**src/rtl/lcd_pkg.sv**
```systemverilog
// Shared encodings and constants for the 1602 frame scheduler.
package lcd_pkg;

   typedef enum logic [2:0] {
      S_IDLE,
      S_ISSUE,
      S_ACK,
      S_BUSY,
      S_SETTLE
   } state_e;

   localparam logic [7:0] I_SET_DDRAM_L0 = 8'h80;
   localparam logic [7:0] I_SET_DDRAM_L1 = 8'hC0;
   localparam logic [7:0] C_BLANK        = 8'h20;
   localparam int         C_LINE_LEN     = 16;

   function automatic logic [7:0] ddram_cmd(input logic line);
      return line ? I_SET_DDRAM_L1 : I_SET_DDRAM_L0;
   endfunction

endpackage

```
**src/rtl/lcd_frame_ram.sv**
```systemverilog
// 32x8 character store: synchronous write, asynchronous read, resets to blanks.
module lcd_frame_ram
   import lcd_pkg::*;
(
   input  logic       i_clk,
   input  logic       i_reset_n,
   input  logic       i_wr_en,
   input  logic [4:0] i_wr_addr,
   input  logic [7:0] i_wr_data,
   input  logic [4:0] i_rd_addr,
   output logic [7:0] o_rd_data
);

   logic [7:0] mem_q [32];
   logic [7:0] mem_d [32];

   always_comb begin
      mem_d = mem_q;
      if (i_wr_en) mem_d[i_wr_addr] = i_wr_data;
   end

   always_ff @(posedge i_clk or negedge i_reset_n) begin
      if (!i_reset_n) begin
         for (int i = 0; i < 32; i++) mem_q[i] <= C_BLANK;
      end else begin
         mem_q <= mem_d;
      end
   end

   assign o_rd_data = mem_q[i_rd_addr];

endmodule

```
**src/rtl/lcd_frame_scheduler.sv**
```systemverilog
// Dirty-line redraw scheduler for a 2x16 character panel; one set-address plus
// 16 data bytes per dirty line, paced by the transmitter busy handshake.
//
// state    | meaning
// S_IDLE   | waiting for i_ready and a dirty line
// S_ISSUE  | waiting for i_busy low, then strobing the current step
// S_ACK    | waiting for i_busy to rise; timeout re-issues the same step
// S_BUSY   | transmitter working; waiting for i_busy low
// S_SETTLE | post-byte settle delay before the next step or line end
module lcd_frame_scheduler
   import lcd_pkg::*;
#(
   parameter int P_SETTLE = 5000,
   parameter int P_ACK_TO = 8,
   parameter int P_CNT_W  = 16
) (
   input  logic       i_clk,
   input  logic       i_reset_n,
   input  logic       i_ready,
   input  logic       i_wr_en,
   input  logic [4:0] i_wr_addr,
   input  logic [7:0] i_wr_data,
   input  logic       i_refresh,
   input  logic       i_busy,
   output logic       o_cs,
   output logic       o_rs,
   output logic [7:0] o_data,
   output logic       o_active,
   output logic       o_done
);

   localparam logic [P_CNT_W-1:0] SETTLE_LAST = P_CNT_W'(P_SETTLE - 1);
   localparam logic [P_CNT_W-1:0] ACK_LAST    = P_CNT_W'(P_ACK_TO - 1);
   localparam logic [4:0]         LAST_STEP   = 5'(C_LINE_LEN);

   state_e              state_q, state_d;
   logic [4:0]          step_q, step_d;
   logic                line_q, line_d;
   logic [P_CNT_W-1:0]  cnt_q, cnt_d;
   logic [1:0]          dirty_q, dirty_d;
   logic                cs_q, cs_d;
   logic                rs_q, rs_d;
   logic [7:0]          data_q, data_d;
   logic                done_q, done_d;

   logic [7:0]          wr_data_m;
   logic [3:0]          pos;
   logic [4:0]          rd_addr;
   logic [7:0]          rd_data;

   // NUL is stored as a blank so the panel never shows a CGRAM glyph by accident.
   assign wr_data_m = (i_wr_data == 8'h00) ? C_BLANK : i_wr_data;
   assign pos       = step_q[3:0] - 4'd1;
   assign rd_addr   = {line_q, pos};

   lcd_frame_ram u_ram (
      .i_clk     (i_clk),
      .i_reset_n (i_reset_n),
      .i_wr_en   (i_wr_en),
      .i_wr_addr (i_wr_addr),
      .i_wr_data (wr_data_m),
      .i_rd_addr (rd_addr),
      .o_rd_data (rd_data)
   );

   always_comb begin
      state_d = state_q;
      step_d  = step_q;
      line_d  = line_q;
      cnt_d   = cnt_q;
      dirty_d = dirty_q;
      cs_d    = 1'b0;
      rs_d    = rs_q;
      data_d  = data_q;
      done_d  = 1'b0;

      case (state_q)
         S_IDLE: begin
            if (i_ready && (dirty_q != 2'b00)) begin
               line_d          = ~dirty_q[0];
               dirty_d[line_d] = 1'b0;
               step_d          = 5'd0;
               state_d         = S_ISSUE;
            end
         end
         S_ISSUE: begin
            if (!i_busy) begin
               cs_d = 1'b1;
               if (step_q == 5'd0) begin
                  rs_d   = 1'b0;
                  data_d = ddram_cmd(line_q);
               end else begin
                  rs_d   = 1'b1;
                  data_d = rd_data;
               end
               cnt_d   = '0;
               state_d = S_ACK;
            end
         end
         S_ACK: begin
            if (i_busy) begin
               state_d = S_BUSY;
            end else if (cnt_q == ACK_LAST) begin
               state_d = S_ISSUE;
            end else begin
               cnt_d = cnt_q + 1'b1;
            end
         end
         S_BUSY: begin
            if (!i_busy) begin
               cnt_d   = '0;
               state_d = S_SETTLE;
            end
         end
         S_SETTLE: begin
            if (cnt_q == SETTLE_LAST) begin
               if (step_q == LAST_STEP) begin
                  state_d = S_IDLE;
               end else begin
                  step_d  = step_q + 5'd1;
                  state_d = S_ISSUE;
               end
            end else begin
               cnt_d = cnt_q + 1'b1;
            end
         end
         default: state_d = S_IDLE;
      endcase

      // Host activity is applied last so it overrides the launch-time clear.
      if (i_wr_en)   dirty_d[i_wr_addr[4]] = 1'b1;
      if (i_refresh) dirty_d = 2'b11;

      if ((state_q == S_SETTLE) && (state_d == S_IDLE) && (dirty_d == 2'b00))
         done_d = 1'b1;
   end

   always_ff @(posedge i_clk or negedge i_reset_n) begin
      if (!i_reset_n) begin
         state_q <= S_IDLE;
         step_q  <= 5'd0;
         line_q  <= 1'b0;
         cnt_q   <= '0;
         dirty_q <= 2'b11;
         cs_q    <= 1'b0;
         rs_q    <= 1'b0;
         data_q  <= 8'h00;
         done_q  <= 1'b0;
      end else begin
         state_q <= state_d;
         step_q  <= step_d;
         line_q  <= line_d;
         cnt_q   <= cnt_d;
         dirty_q <= dirty_d;
         cs_q    <= cs_d;
         rs_q    <= rs_d;
         data_q  <= data_d;
         done_q  <= done_d;
      end
   end

   assign o_cs     = cs_q;
   assign o_rs     = rs_q;
   assign o_data   = data_q;
   assign o_done   = done_q;
   assign o_active = (state_q != S_IDLE);

endmodule

```
**config.mk**
```make
export PLATFORM = sky130hd
export DESIGN_NAME = lcd_frame_scheduler
export DESIGN_NICKNAME = d
export VERILOG_FILES = /design/src/rtl/lcd_pkg.sv /design/src/rtl/lcd_frame_ram.sv /design/src/rtl/lcd_frame_scheduler.sv
export SDC_FILE = /design/constraint.sdc
export NUM_CORES = 1
export LEC_CHECK = 0
export CORE_UTILIZATION = 60
export DETAILED_ROUTE_END_ITERATION = 10
export PLACE_DENSITY = 0.78
export SLEW_MARGIN = 20
export SYNTH_ARGS = -nofsm -noshare
export SYNTH_HDL_FRONTEND = slang
export SYNTH_SLANG_ARGS = --single-unit
```
**constraint.sdc**
```tcl
create_clock -name i_clk -period 7.6 [get_ports i_clk]
set_input_delay 1.52 -clock i_clk [delete_from_list [all_inputs] [get_ports i_clk]]
set_output_delay 1.52 -clock i_clk [all_outputs]
set_load 0.005 [all_outputs]
```
==> metrics.txt <==
status finished, final reports clean; CP startpoint step_q[0]; clk_lat worst skew 0.55 ns; die area 23,400 um2; crit-path max FO 34; DP Area 14,200 um2; per-cell routed wire length 22.8 um; MaxCap Viol Count 0; via count 8,198; area of the multi-input gates 5980 um2; logic gate share of total power 16.2%; Hold WS 0.478 ns; Clk pwr share 35.4%; Routed Antenna Nets 0; number of flops mapped to enable cells by yosys 0; reg-to-reg endpoint o_data[7]; Clock Path Buffers 3; hold path startpoint o_data[1]; Initial Util 61.9%; min-delay worst type reg2reg; syn_nets 989; CTS sink cnt 294; dominant synthesized flop cell dfrtp_1; slowest stage cell, crit path ha_2; # setup viols final 0; register-to-register path setup slack 3.79 ns; Post-CTS Resized 0; total gr overflow 0; sequential power share 48.4%; worst r2r src step_q[0]; WP buf/inv 2; Internal Power 3.17 mW; worst-margin pin slew 1.00 ns; worst vdd ir 0.205 mV; clk_skew 0.00697 ns; fillcell total 1,506; number of buffers created by CTS 31; Sequential Area 7400 um2; Routed WL 29,400 um; endpoint type of the worst setup path flip-flop; RePlAce Congestion 0.861; number of antenna diodes 0; first-pass GRT wire length 48,300 um; Hold Violations, Final 0; cts hold-fix bufs 0; hold path depth 2; max-slew violation count 0; Die W 153 um; Slew HR 32.8%; All-Layer GR Usage 26.6%; Switching Share 25.6%; FF+latch count, synth 294; P_sw 1.09 mW; CTS tree yes; R2R depth 7; H-tree levels 1; syn avg cell area 14.1 um2; core area 22,100 um2; most frequent cells in the layout 259 x dfrtp_1, 238 x mux2_2, 70 x nand2_1, 70 x mux4_2, 48 x nor2_1; crit-path most repeated cell mux4_2; crit share post-route 50.1%; worst setup path class reg2reg; DRT iter0 DRCs 529; CP required 8.04 ns; IO Pins 31; synth top area cells dfrtp_1 48%, mux2_2 20%, mux4_2 12%; delay-heaviest family, CP multiplexers; P per Cell Area 279 nW/um2; Min Clock Period, post-route 3.81 ns; Cell Area, Synth 13,700 um2; largest area contributor in the synthesized netlist dfrtp_1; Post-CTS Setup Inserts 0; final setup margin 3.79 ns; largest net degree at the start of global routing 204; number of antenna violations at the first check in global routing 0; commonest non-fill, non-tap cell in the layout dfrtp_1; Cell Chain, Critical Path inv_1 > ha_2 > buf_4 > mux4_2 > mux4_2 > mux2_2 > o22a_1; 1st-pass router iterations 5; post-synthesis sequential area ratio 54.1%; HPWL after DPL 18,500 um; crit path DAT 4.24 ns; Fmax achieved 263 MHz; DRC 0; post-route cell area 15,300 um2; Die Ht 153 um; Critical Path Max Stage Delay 0.88 ns; Final nets 1,009; Rows 54; clk slew on worst S/H paths 0.06 ns; Async SR Flop Fraction 100%; TNS Setup 0 ns; crit start category flip-flop; CTS Root Cell clkbuf_16; Cells after Synth 967; Worst Hold Endpoint o_data[1]; IO buf count 30; vias per cell 6.35; Yosys top cell area share 47.6%; layout cells sized above 1 41.6%; Yosys warning count 0; Area Growth Syn to Fin 11.6%; vias in the first global route 8,577; leakage 6.57 nW; RSZ-0062 raised after global routing false; Place WS 3.68 ns; Cell variety after synth 53
==> power groups by stage <==
stage / Combinational (mW) / Clock (mW) / Sequential [mW]
2_1_floorplan: 0.509 / 0 / 2.01
3_3_place_gp: 0.664 / 0 / 2.07
3_5_place_dp: 0.689 / 0 / 2.08
4_1_cts: 0.692 / 1.53 / 2.06
5_1_grt: 0.753 / 1.59 / 2.10
6_report: 0.690 / 1.51 / 2.06
==> sequential cells by signal, summed over array words and instances, names as in the netlist, 2 cells and up <==
| name | flops |
|---|---|
| step_q | 5 |
| u_ram.mem_q | 256 |
| o_data | 8 |
| state_q | 3 |
| dirty_q | 2 |
| cnt_q | 16 |
==> synth_stat cells, drive strengths merged (2+ instances only) <==
master   instances
dfrtp          260
mux2           238
mux4            73
nand2           70
nor2            52
clkbuf          45
dfstp           34
a21oi           22
o21ai           22
nand2b          13
nand3           13
buf             12
inv             11
mux2i           10
nor3             7
o22ai            7
o31ai            7
nor4             6
o211ai           6
nand3b           5
and3             4
nor2b            4
nor3b            4
o2111ai          4
xnor2            4
ha               3
o311ai           3
a211oi           2
a22o             2
and2             2
nand4            2
or2              2
or3b             2
==> logic make-up (layout without fill, tap and decap cells) <==
logic type / after synthesis / in the layout / share of synthesized area, %
AOI/OAI and AO/OA: 84 / 84 / 3.92
DFF: 294 / 294 / 54.1
adders and majority gates: 3 / 3 / 0.275
and+or+nand+nor: 192 / 192 / 6.67
buffers and inverters: 68 / 113 / 2.15
muxes: 321 / 321 / 32.5
xor gates and xnor gates: 5 / 5 / 0.375
==> worst min-delay path, cell delays in order (launching register included) <==
cell and delay [ns]:
dfrtp_1 0.34, nand2_1 0.05, o31ai_1 0.05
==> per-layer routing <==
metal / vias to the layer above / global-route usage [%] / wire length [um]
li1: 3634 / - / -
met1: 4321 / 37.7 / 13100
met2: 200 / 43.3 / 14200
met3: 43 / 4.68 / 1380
met4: 0 / 6.59 / 672
met5: - / 0 / 0
==> cell type report <==
cell class | instances | area share (%)
well taps | 280 | 2.30
clock inverters | 13 | 0.869
flip-flops and latches | 294 | 48.5
clock buffers | 45 | 5.95
multi-input cells | 605 | 39.2
repair buffers | 44 | 2.90
inverters | 11 | 0.271
==> per-stage QoR <==
step                total power, mW  util [%]  instances
floorplan                      2.52         -        967
global placement               2.73      64.2       1233
detailed placement             2.77      64.2       1233
CTS                            4.28      68.9       1291
global route                   4.44      69.1       1292
finish                         4.26      69.1       1292
==> how the worst max path moves through the flow <==
stage,to,slack (ns),cells past startpoint
floorplan,u_ram.mem_q[31],4.48,5
global placement,o_data[7],3.75,7
detailed placement,u_ram.mem_q[144],3.68,5
CTS,o_data[7],3.73,7
global route,o_data[7],3.58,7
finish,o_data[7],3.79,7
No activity file was read; power rests on OpenSTA's default activity.
